===== config.mk =====
export PLATFORM = sky130hd
export DESIGN_NAME = bcd_meter_counter_flat
export DESIGN_NICKNAME = d
export VERILOG_FILES = /design/src/rtl/bcd_meter_counter_if.sv /design/src/rtl/bcd_meter_counter.sv /design/src/flat_wrapper.sv
export SDC_FILE = /design/constraint.sdc
export NUM_CORES = 1
export LEC_CHECK = 0
export CORE_ASPECT_RATIO = 1.25
export CORE_UTILIZATION = 50
export CTS_BUF_LIST = sky130_fd_sc_hd__clkbuf_2 sky130_fd_sc_hd__clkbuf_4 sky130_fd_sc_hd__clkbuf_8
export DETAILED_ROUTE_END_ITERATION = 12
export GPL_TIMING_DRIVEN = 0
export PLACE_DENSITY = 0.92
export REMOVE_ABC_BUFFERS = 1
export SETUP_SLACK_MARGIN = 0.1
export SLEW_MARGIN = 10
export SYNTH_ARGS = -nofsm -noshare
export SYNTH_HDL_FRONTEND = slang
export SYNTH_SLANG_ARGS = --single-unit

===== constraint.sdc =====
create_clock -name clk_i -period 19.95 [get_ports clk_i]
set_clock_uncertainty 0.05 [all_clocks]
set_input_delay 3.99 -clock clk_i [delete_from_list [all_inputs] [get_ports clk_i]]
set_output_delay 3.99 -clock clk_i [all_outputs]
set_load 0.02 [all_outputs]

===== src/rtl/bcd_meter_counter_if.sv =====
// Bus between the meter's input conditioning, the BCD counter and the display controller.
// The conditioning side is the master; the counter is the slave.
interface bcd_meter_counter_if #(
  parameter int DIGITS = 4
);
  logic                  tick;
  logic                  load;
  logic [4*DIGITS-1:0]   d;
  logic                  add;
  logic [4*DIGITS-1:0]   add_val;
  logic [4*DIGITS-1:0]   q;
  logic                  zero;
  logic                  low;
  logic                  expire;

  modport master (
    output tick, load, d, add, add_val,
    input  q, zero, low, expire
  );

  modport slave (
    input  tick, load, d, add, add_val,
    output q, zero, low, expire
  );
endinterface


===== src/rtl/bcd_meter_counter.sv =====
// N-digit BCD parking-meter down-counter with preset load, saturating add,
// per-tick countdown that stops at zero, and zero/low/expiry flags.
module bcd_meter_counter #(
  parameter int DIGITS     = 4,
  parameter int LOW_THRESH = 200
) (
  input  logic                clk_i,
  input  logic                clr_i,
  bcd_meter_counter_if.slave  bus
);

  localparam int W = 4 * DIGITS;

  function automatic logic [W-1:0] to_bcd(input int v);
    logic [W-1:0] r;
    int           x;
    r = '0;
    x = v;
    for (int i = 0; i < DIGITS; i++) begin
      r[4*i +: 4] = 4'(x % 10);
      x = x / 10;
    end
    return r;
  endfunction

  function automatic logic [W-1:0] clamp_bcd(input logic [W-1:0] x);
    logic [W-1:0] r;
    for (int i = 0; i < DIGITS; i++)
      r[4*i +: 4] = (x[4*i +: 4] > 4'd9) ? 4'd9 : x[4*i +: 4];
    return r;
  endfunction

  // One extra BCD position catches the carry out of the top digit exactly.
  function automatic logic [W-1:0] bcd_add_sat(input logic [W-1:0] a, input logic [W-1:0] b);
    logic [4*(DIGITS+1)-1:0] s;
    logic                    c;
    logic [4:0]              t;
    c = 1'b0;
    for (int i = 0; i < DIGITS; i++) begin
      t = {1'b0, a[4*i +: 4]} + {1'b0, b[4*i +: 4]} + {4'b0, c};
      if (t > 5'd9) begin
        t = t + 5'd6;
        c = 1'b1;
      end else begin
        c = 1'b0;
      end
      s[4*i +: 4] = t[3:0];
    end
    s[4*DIGITS +: 4] = {3'b0, c};
    if (s[4*DIGITS +: 4] != 4'd0) return {DIGITS{4'd9}};
    return s[W-1:0];
  endfunction

  function automatic logic [W-1:0] bcd_dec(input logic [W-1:0] a);
    logic [W-1:0] r;
    logic         b;
    b = 1'b1;
    for (int i = 0; i < DIGITS; i++) begin
      if (!b)                       r[4*i +: 4] = a[4*i +: 4];
      else if (a[4*i +: 4] == 4'd0) r[4*i +: 4] = 4'd9;
      else begin
        r[4*i +: 4] = a[4*i +: 4] - 4'd1;
        b = 1'b0;
      end
    end
    return r;
  endfunction

  // Packed BCD orders the same as its decimal value, so LOW is a plain vector compare.
  localparam logic [W-1:0] LOW_BCD = to_bcd(LOW_THRESH);

  logic [W-1:0] q_q, q_d;
  logic         expire_q, expire_d;
  logic [W-1:0] sum, stepped;

  always_comb begin
    sum      = bus.add ? bcd_add_sat(q_q, clamp_bcd(bus.add_val)) : q_q;
    stepped  = (bus.tick && sum != '0) ? bcd_dec(sum) : sum;
    q_d      = stepped;
    expire_d = bus.tick && (q_q != '0) && (stepped == '0);
    if (bus.load) begin
      q_d      = clamp_bcd(bus.d);
      expire_d = 1'b0;
    end
  end

  always_ff @(posedge clk_i) begin
    if (clr_i) begin
      q_q      <= '0;
      expire_q <= 1'b0;
    end else begin
      q_q      <= q_d;
      expire_q <= expire_d;
    end
  end

  assign bus.q      = q_q;
  assign bus.zero   = (q_q == '0);
  assign bus.low    = (q_q < LOW_BCD);
  assign bus.expire = expire_q;

endmodule

===== src/flat_wrapper.sv =====
// flat-port wrapper written by rule: the top's interface ports become plain ports
module bcd_meter_counter_flat 
#(
  parameter int DIGITS     = 4,
  parameter int LOW_THRESH = 200
)
  (clk_i, clr_i, bus_tick, bus_load, bus_d, bus_add, bus_add_val, bus_q, bus_zero, bus_low, bus_expire);
  bcd_meter_counter_if #(.DIGITS(DIGITS)) bus_i ();
  input  logic clk_i;
  input  logic clr_i;
  input wire logic [$bits(bus_i.tick)-1:0] bus_tick;
  input wire logic [$bits(bus_i.load)-1:0] bus_load;
  input wire logic [$bits(bus_i.d)-1:0] bus_d;
  input wire logic [$bits(bus_i.add)-1:0] bus_add;
  input wire logic [$bits(bus_i.add_val)-1:0] bus_add_val;
  output wire logic [$bits(bus_i.q)-1:0] bus_q;
  output wire logic [$bits(bus_i.zero)-1:0] bus_zero;
  output wire logic [$bits(bus_i.low)-1:0] bus_low;
  output wire logic [$bits(bus_i.expire)-1:0] bus_expire;
  assign bus_i.tick = bus_tick;
  assign bus_i.load = bus_load;
  assign bus_i.d = bus_d;
  assign bus_i.add = bus_add;
  assign bus_i.add_val = bus_add_val;
  assign bus_q = bus_i.q;
  assign bus_zero = bus_i.zero;
  assign bus_low = bus_i.low;
  assign bus_expire = bus_i.expire;
  bcd_meter_counter #(.DIGITS(DIGITS), .LOW_THRESH(LOW_THRESH)) u_core (.clk_i(clk_i), .clr_i(clr_i), .bus(bus_i));
endmodule

# Word level (Yosys, flattened, before mapping)
# Cells that the tools add are included.
# word_totals
ff_bits	17
in_bits	37
output_inout_bits	19
word_cells	76
# classes
add_sub_neg	15
order_cmp	13
mux	34
n_reduce_logical	12
# op_table
operator	n
16-bit 2-to-1 mux	5
4-bit 2-to-1 mux	19
4-bit greater-than comparator, second input constant	8
16-bit zero test	2
16-bit nonzero test	2
4-bit by 4-bit adder with 5-bit output	4
5-bit by 4-bit greater-than comparator with 1-bit output, second input constant	4
4-bit by 3-bit adder with 4-bit output, second input constant	4
4-bit zero test	4
16-bit by 10-bit < comparator with 1-bit output, second input constant	1
4-bit by 1-bit subtractor with 4-bit output, second input constant	4
5-bit by 1-bit adder with 5-bit output	3
1-bit 2-to-1 mux	10
1-bit logical AND	3
2-bit OR reduction	1

# Logic depth before layout (Yosys ltp)
# Gate-level depths: netlist of run 1.
# logic_depth
word_depth	25
depth_mapped	32
depth_no_buf	30

# Least setup slack after synthesis of run 1
# No wires, ideal clock.
# synth_timing
path_kind	input to register
startpoint	input port bus_add_val[2]
endpoint	register u_core.expire_q (netlist: u_core.bus.expire)
setup_time_ns	0.087
t_arrival_ns	11.552
required_ns	19.813
setup_slack_ns	8.261
cell_stages	31
n_path_buf	1
path_cell_list	o21ai_0 nand2b_1 ha_1 inv_1 fa_1 xor2_1 and2_1 o31ai_1 fa_1 fa_1 xnor2_1 and2_1 o31ai_2 fa_1 fa_1 xnor2_1 and2_1 o31ai_1 fa_1 fa_1 o22a_1 o221ai_2 o21ai_2 o32ai_1 or3b_4 nor4b_4 and4_1 buf_4 nand2_2 a2111oi_0 nor4b_2
# synth_between
elab_chain_len	25
elab_cells_between_ends	50
cone_classes	12 x add/sub; 5 x order compare; 25 x mux; 8 x reduce/logical
# synth_rtl
element	line_no	text
start, declared	flat_wrapper.sv:15	input wire logic [$bits(bus_i.add_val)-1:0] bus_add_val;
4-bit greater-than comparator	bcd_meter_counter.sv:29	r[4*i +: 4] = (x[4*i +: 4] > 4'd9) ? 4'd9 : x[4*i +: 4];
4-bit 2-to-1 mux *	bcd_meter_counter.sv:29	
4-bit by 4-bit adder with 5-bit output *	bcd_meter_counter.sv:40	t = {1'b0, a[4*i +: 4]} + {1'b0, b[4*i +: 4]} + {4'b0, c};
5-bit by 4-bit greater-than comparator with 1-bit output	bcd_meter_counter.sv:41	if (t > 5'd9) begin
1-bit 2-to-1 mux	bcd_meter_counter.sv:41	
5-bit by 1-bit adder with 5-bit output	bcd_meter_counter.sv:40	
5-bit by 4-bit greater-than comparator with 1-bit output	bcd_meter_counter.sv:41	
1-bit 2-to-1 mux	bcd_meter_counter.sv:41	
[5 not listed]	n/a	
1-bit 2-to-1 mux	bcd_meter_counter.sv:41	
1-bit 2-to-1 mux	bcd_meter_counter.sv:50	if (s[4*DIGITS +: 4] != 4'd0) return {DIGITS{4'd9}};
16-bit 2-to-1 mux *	bcd_meter_counter.sv:51	return s[W-1:0];
16-bit 2-to-1 mux *	bcd_meter_counter.sv:77	sum = bus.add ? bcd_add_sat(q_q, clamp_bcd(bus.add_val)) : q_q;
branches (longest 5 deep; another with 4-bit by 1-bit subtractor with 4-bit output)	n/a	
16-bit 2-to-1 mux *	bcd_meter_counter.sv:78	stepped = (bus.tick && sum != '0) ? bcd_dec(sum) : sum;
16-bit zero test *	bcd_meter_counter.sv:80	expire_d = bus.tick && (q_q != '0) && (stepped == '0);
1-bit logical AND *	bcd_meter_counter.sv:80	
end signal, assigned	bcd_meter_counter.sv:93	expire_q <= expire_d;
end, declared	bcd_meter_counter.sv:73	logic expire_q, expire_d;
# Every way passes the cells marked *.
# A chain may end at the register's enable or synchronous reset.

# Worst setup path after layout of run 1
# layout_timing
startpoint	input port bus_add_val[3]
endpoint	register u_core.expire_q (netlist: u_core.bus.expire)
# The elaborated chain is that of the path after synthesis.

==> flow_summary.json, run 1 <==
{
  "status": "completed",
  "p_clk_share_pct": 12.7,
  "finalSetupViolations": 0,
  "cpPeakStageDelay_ns": 0.65,
  "syn_avg_cell_area_sq_um": 7.75,
  "cts_resized": 0,
  "register_area_sq_um": 340,
  "fillers": 412,
  "rsz0062_at_grt": "false",
  "wl_per_cell_microns": 15.6,
  "clk_latency_ns": 0.25,
  "multi_input_area_sq_mm": 0.00200,
  "layout_commonest_cell": "clkdlybuf4s50_1",
  "grt_pass1_vias": 2594,
  "syn_area_sq_mm": 0.00246,
  "ff2ff_setup_slack_ns": 10.69,
  "final_cell_mix": "clkdlybuf4s50_1, nor2_1, o21ai_0",
  "core_sq_mm": 0.00473,
  "seq_power_share_pct": 19.5,
  "p_sw_share_pct": 45.9,
  "cp-start-kind": "input pin",
  "crit_type": "in -> reg",
  "finalHoldViolCount": 0,
  "end_kind": "flop",
  "p_comb_share_pct": 67.8,
  "ys.flop_type": "dfxtp_1",
  "relSlewSlack_pct": 50.2,
  "clock-sinks": 17,
  "first_iter_violations": 140,
  "h-tree-depth": 1,
  "initial_core_util_pct": 52.1,
  "cts_setup_buffers": 0,
  "crit-reg2reg-capture": "u_core.bus.expire$_SDFF_PP0_",
  "power_density_mw_per_mm2": 72.5,
  "gr-total-overflow": 0,
  "syn2layout_area_growth_pct": 24.7,
  "grt_pass1_wl_microns": 11100,
  "first_pass_iters": 5,
  "n_antenna_cell": 0,
  "rr_worst_depth": 28,
  "whs_ns": 0.682,
  "cp.required_ns": 20.07,
  "track_usage_pct": 26.3,
  "dpl.hpwl_microns": 5200,
  "cts_buffers": 3,
  "fmax_mhz": 75.6,
  "fin_crit_sh_pct": 66.3,
  "ir_worst_vdd_mv": 0.0410,
  "clock-root-buffer": "clkbuf_8",
  "cts_tree": "done",
  "critPathMostFrequentCell": "fa_1",
  "p_leak_nw": 1.21,
  "routabilityCongestion": 0.886,
  "yosysSeqAreaShare_pct": 13.8,
  "grt_max_degree": 20,
  "hold_start": "u_core.bus.q[14]$_SDFF_PP0_",
  "routed_wl_microns": 6610,
  "synth.distinct_cells": 78,
  "die_h_microns": 80.5,
  "port_buffers": 55,
  "slew_viol_final": 0,
  "synthCells": 318,
  "holdPathStages": 3,
  "nets": 424,
  "final_cells": 423,
  "num_rows": 28,
  "p_int_mw": 0.121,
  "holdCritPathClass": "reg -> reg",
  "antenna_found_initial": 0,
  "fin_tns_setup_ns": 0,
  "crit-reg2reg-launch": "u_core.bus.q[0]$_SDFF_PP0_",
  "drc": 0,
  "die_x_microns": 64.8,
  "die_area_sq_mm": 0.00521,
  "drv_cap": 0,
  "ys_ff_latch": 17,
  "period_needed_ns": 13.22,
  "critPathMaxFanout": 13,
  "ys_warn_count": 0,
  "postRouteAntennaNets": 0,
  "switchingPower_mw": 0.102,
  "cts_hold_buf": 0,
  "dr_total_vias": 2650,
  "cts_max_path_buffers": 2,
  "synth_async_sr_flop_share_pct": 0,
  "clkTransAtPathRegs_ns": 0.07,
  "slowest_stage": "o32ai_1",
  "tightest_slew_ns": 0.744,
  "ios": 56,
  "report.power.total_mw": 0.223,
  "whs_endpoint": "u_core.bus.q[14]$_SDFF_PP0_",
  "dpl.cell_count": 419,
  "cp.arrival_ns": 13.34,
  "post-route-util_pct": 64.9,
  "drive_above_1_share_pct": 6.06,
  "synth_edf_count": 0,
  "avgViaCountPerCell": 6.26
}
[worst max path at each step]
stage                              endpoint  slack, ns  cells past startpoint      startpoint
6_report       u_core.bus.expire$_SDFF_PP0_       6.73                     31  bus_add_val[3]
3_3_place_gp   u_core.bus.expire$_SDFF_PP0_       6.80                     31  bus_add_val[3]
4_1_cts        u_core.bus.expire$_SDFF_PP0_       6.83                     31  bus_add_val[3]
2_1_floorplan  u_core.bus.expire$_SDFF_PP0_       8.15                     30  bus_add_val[2]
3_5_place_dp   u_core.bus.expire$_SDFF_PP0_       6.58                     31  bus_add_val[3]
5_1_grt        u_core.bus.expire$_SDFF_PP0_       6.01                     31  bus_add_val[3]
[Yosys cell counts (2+ instances only)]
| cell | instances | area share [%] |
|---|---|---|
| a211oi_1 | 8 | 2.4 |
| a211oi_2 | 2 | 1.0 |
| a21o_1 | 9 | 2.7 |
| a21oi_1 | 17 | 3.5 |
| a221oi_1 | 2 | 0.71 |
| a22oi_1 | 4 | 1.2 |
| a311oi_1 | 4 | 1.4 |
| a31oi_1 | 3 | 0.76 |
| and2_1 | 5 | 1.3 |
| and3_1 | 3 | 0.76 |
| buf_2 | 2 | 0.41 |
| clkbuf_1 | 9 | 1.4 |
| dfxtp_1 | 17 | 14 |
| fa_1 | 7 | 5.7 |
| ha_1 | 16 | 8.1 |
| inv_1 | 15 | 2.3 |
| mux2_2 | 2 | 0.91 |
| mux2i_1 | 4 | 1.6 |
| nand2_1 | 19 | 2.9 |
| nand2b_1 | 8 | 2.0 |
| nand3_1 | 10 | 2.0 |
| nand3b_1 | 4 | 1.2 |
| nand4_1 | 4 | 1.0 |
| nor2_1 | 23 | 3.5 |
| nor2b_1 | 10 | 2.5 |
| nor3_1 | 5 | 1.0 |
| nor3b_1 | 2 | 0.61 |
| nor4_1 | 7 | 1.8 |
| o211ai_1 | 2 | 0.61 |
| o21a_1 | 4 | 1.2 |
| o21ai_0 | 20 | 4.1 |
| o21ai_1 | 3 | 0.61 |
| o22a_1 | 2 | 0.71 |
| o22ai_1 | 6 | 1.5 |
| o2bb2ai_1 | 2 | 0.71 |
| o31ai_1 | 5 | 1.5 |
| o32ai_1 | 2 | 0.71 |
| or2_1 | 2 | 0.51 |
| or3_1 | 3 | 0.76 |
| xnor2_1 | 6 | 2.1 |
| xor2_1 | 3 | 1.1 |
[stage by stage]
stage	instance area (sq um)	setup WS (ns)
after floorplan	2400	8.15
after global placement	3020	6.80
after detailed placement	3020	6.58
after CTS	3070	6.83
after global routing	3070	6.01
final	3070	6.73
[logic make-up after synthesis]
| logic type | after synthesis | synth area share, % |
|---|---|---|
| adder cells (fa/ha/maj) | 23 | 13.8 |
| multiplexers | 7 | 3.00 |
| AO/OA/AOI/OAI | 116 | 34.4 |
| buffers and inverters | 30 | 5.13 |
| flip-flops | 17 | 13.8 |
| XOR/XNOR | 9 | 3.20 |
| AND/OR/NAND/NOR | 116 | 26.6 |
[layer usage]
layer / up-vias / GRT usage, % / routed length [microns]
met3: 12 / 2.41 / 342
met1: 1245 / 28.6 / 2750
met4: 0 / 10.7 / 123
met5: - / 0 / 0
li1: 1302 / - / -
met2: 91 / 50.8 / 3400
[flip-flops by register name, summed over array words and instances, names as in the netlist]
signal	cells
u_core.bus.expire	1
u_core.bus.q	16
[worst max-delay path, delay by kind of cell]
kind                       cells  cell delay (ns)
adders and majority gates      8             3.43
buffers and inverters          2             0.58
xor gates and xnor gates       3             0.86
and+or+nand+nor                9             2.06
AOI/OAI and AO/OA              9             2.42
[power groups by stage]
stage / clock (mW) / sequential (mW) / combinational (mW)
finish: 0.0283 / 0.0435 / 0.151
global placement: 0 / 0.0441 / 0.144
global route: 0.0290 / 0.0440 / 0.167
floorplan: 0 / 0.0470 / 0.105
detailed placement: 0 / 0.0442 / 0.148
CTS: 0.0281 / 0.0435 / 0.150
[layout make-up]
type / count / share of cell area (%)
inverter: 16 / 1.96
tap: 60 / 2.44
sequential: 17 / 11.1
multi-input combinational: 271 / 65.0
timing repair buffer: 55 / 17.9
clock buffer: 4 / 1.59
Power figures use the tool's default switching activity.
==> inputs of run 2 (changes only) <==
Clock period 19.95 ns to 13.28 ns, I/O delays scaled along.
==> results of run 2 <==
Same layout as run 1 (identical final DEF). Status: completed.
Among the figures that moved: setup slack after placement 6.58 ns -> 1.24 ns; setup slack after layout 6.73 ns -> 1.40 ns; register-to-register setup slack 10.69 ns -> 4.02 ns; total power 0.223 mW -> 0.334 mW; worst IR drop on VDD 0.0410 mV -> 0.0616 mV
==> inputs of run 3 (changes only) <==
Settings changed: CAP_MARGIN from default to 20.
==> results of run 3 <==
Same layout as run 1 (identical final DEF). Status: completed.
Among the figures that moved: setup slack after placement 6.58 ns -> 1.24 ns; setup slack after layout 6.73 ns -> 1.40 ns; register-to-register setup slack 10.69 ns -> 4.02 ns; total power 0.223 mW -> 0.334 mW; worst IR drop on VDD 0.0410 mV -> 0.0616 mV
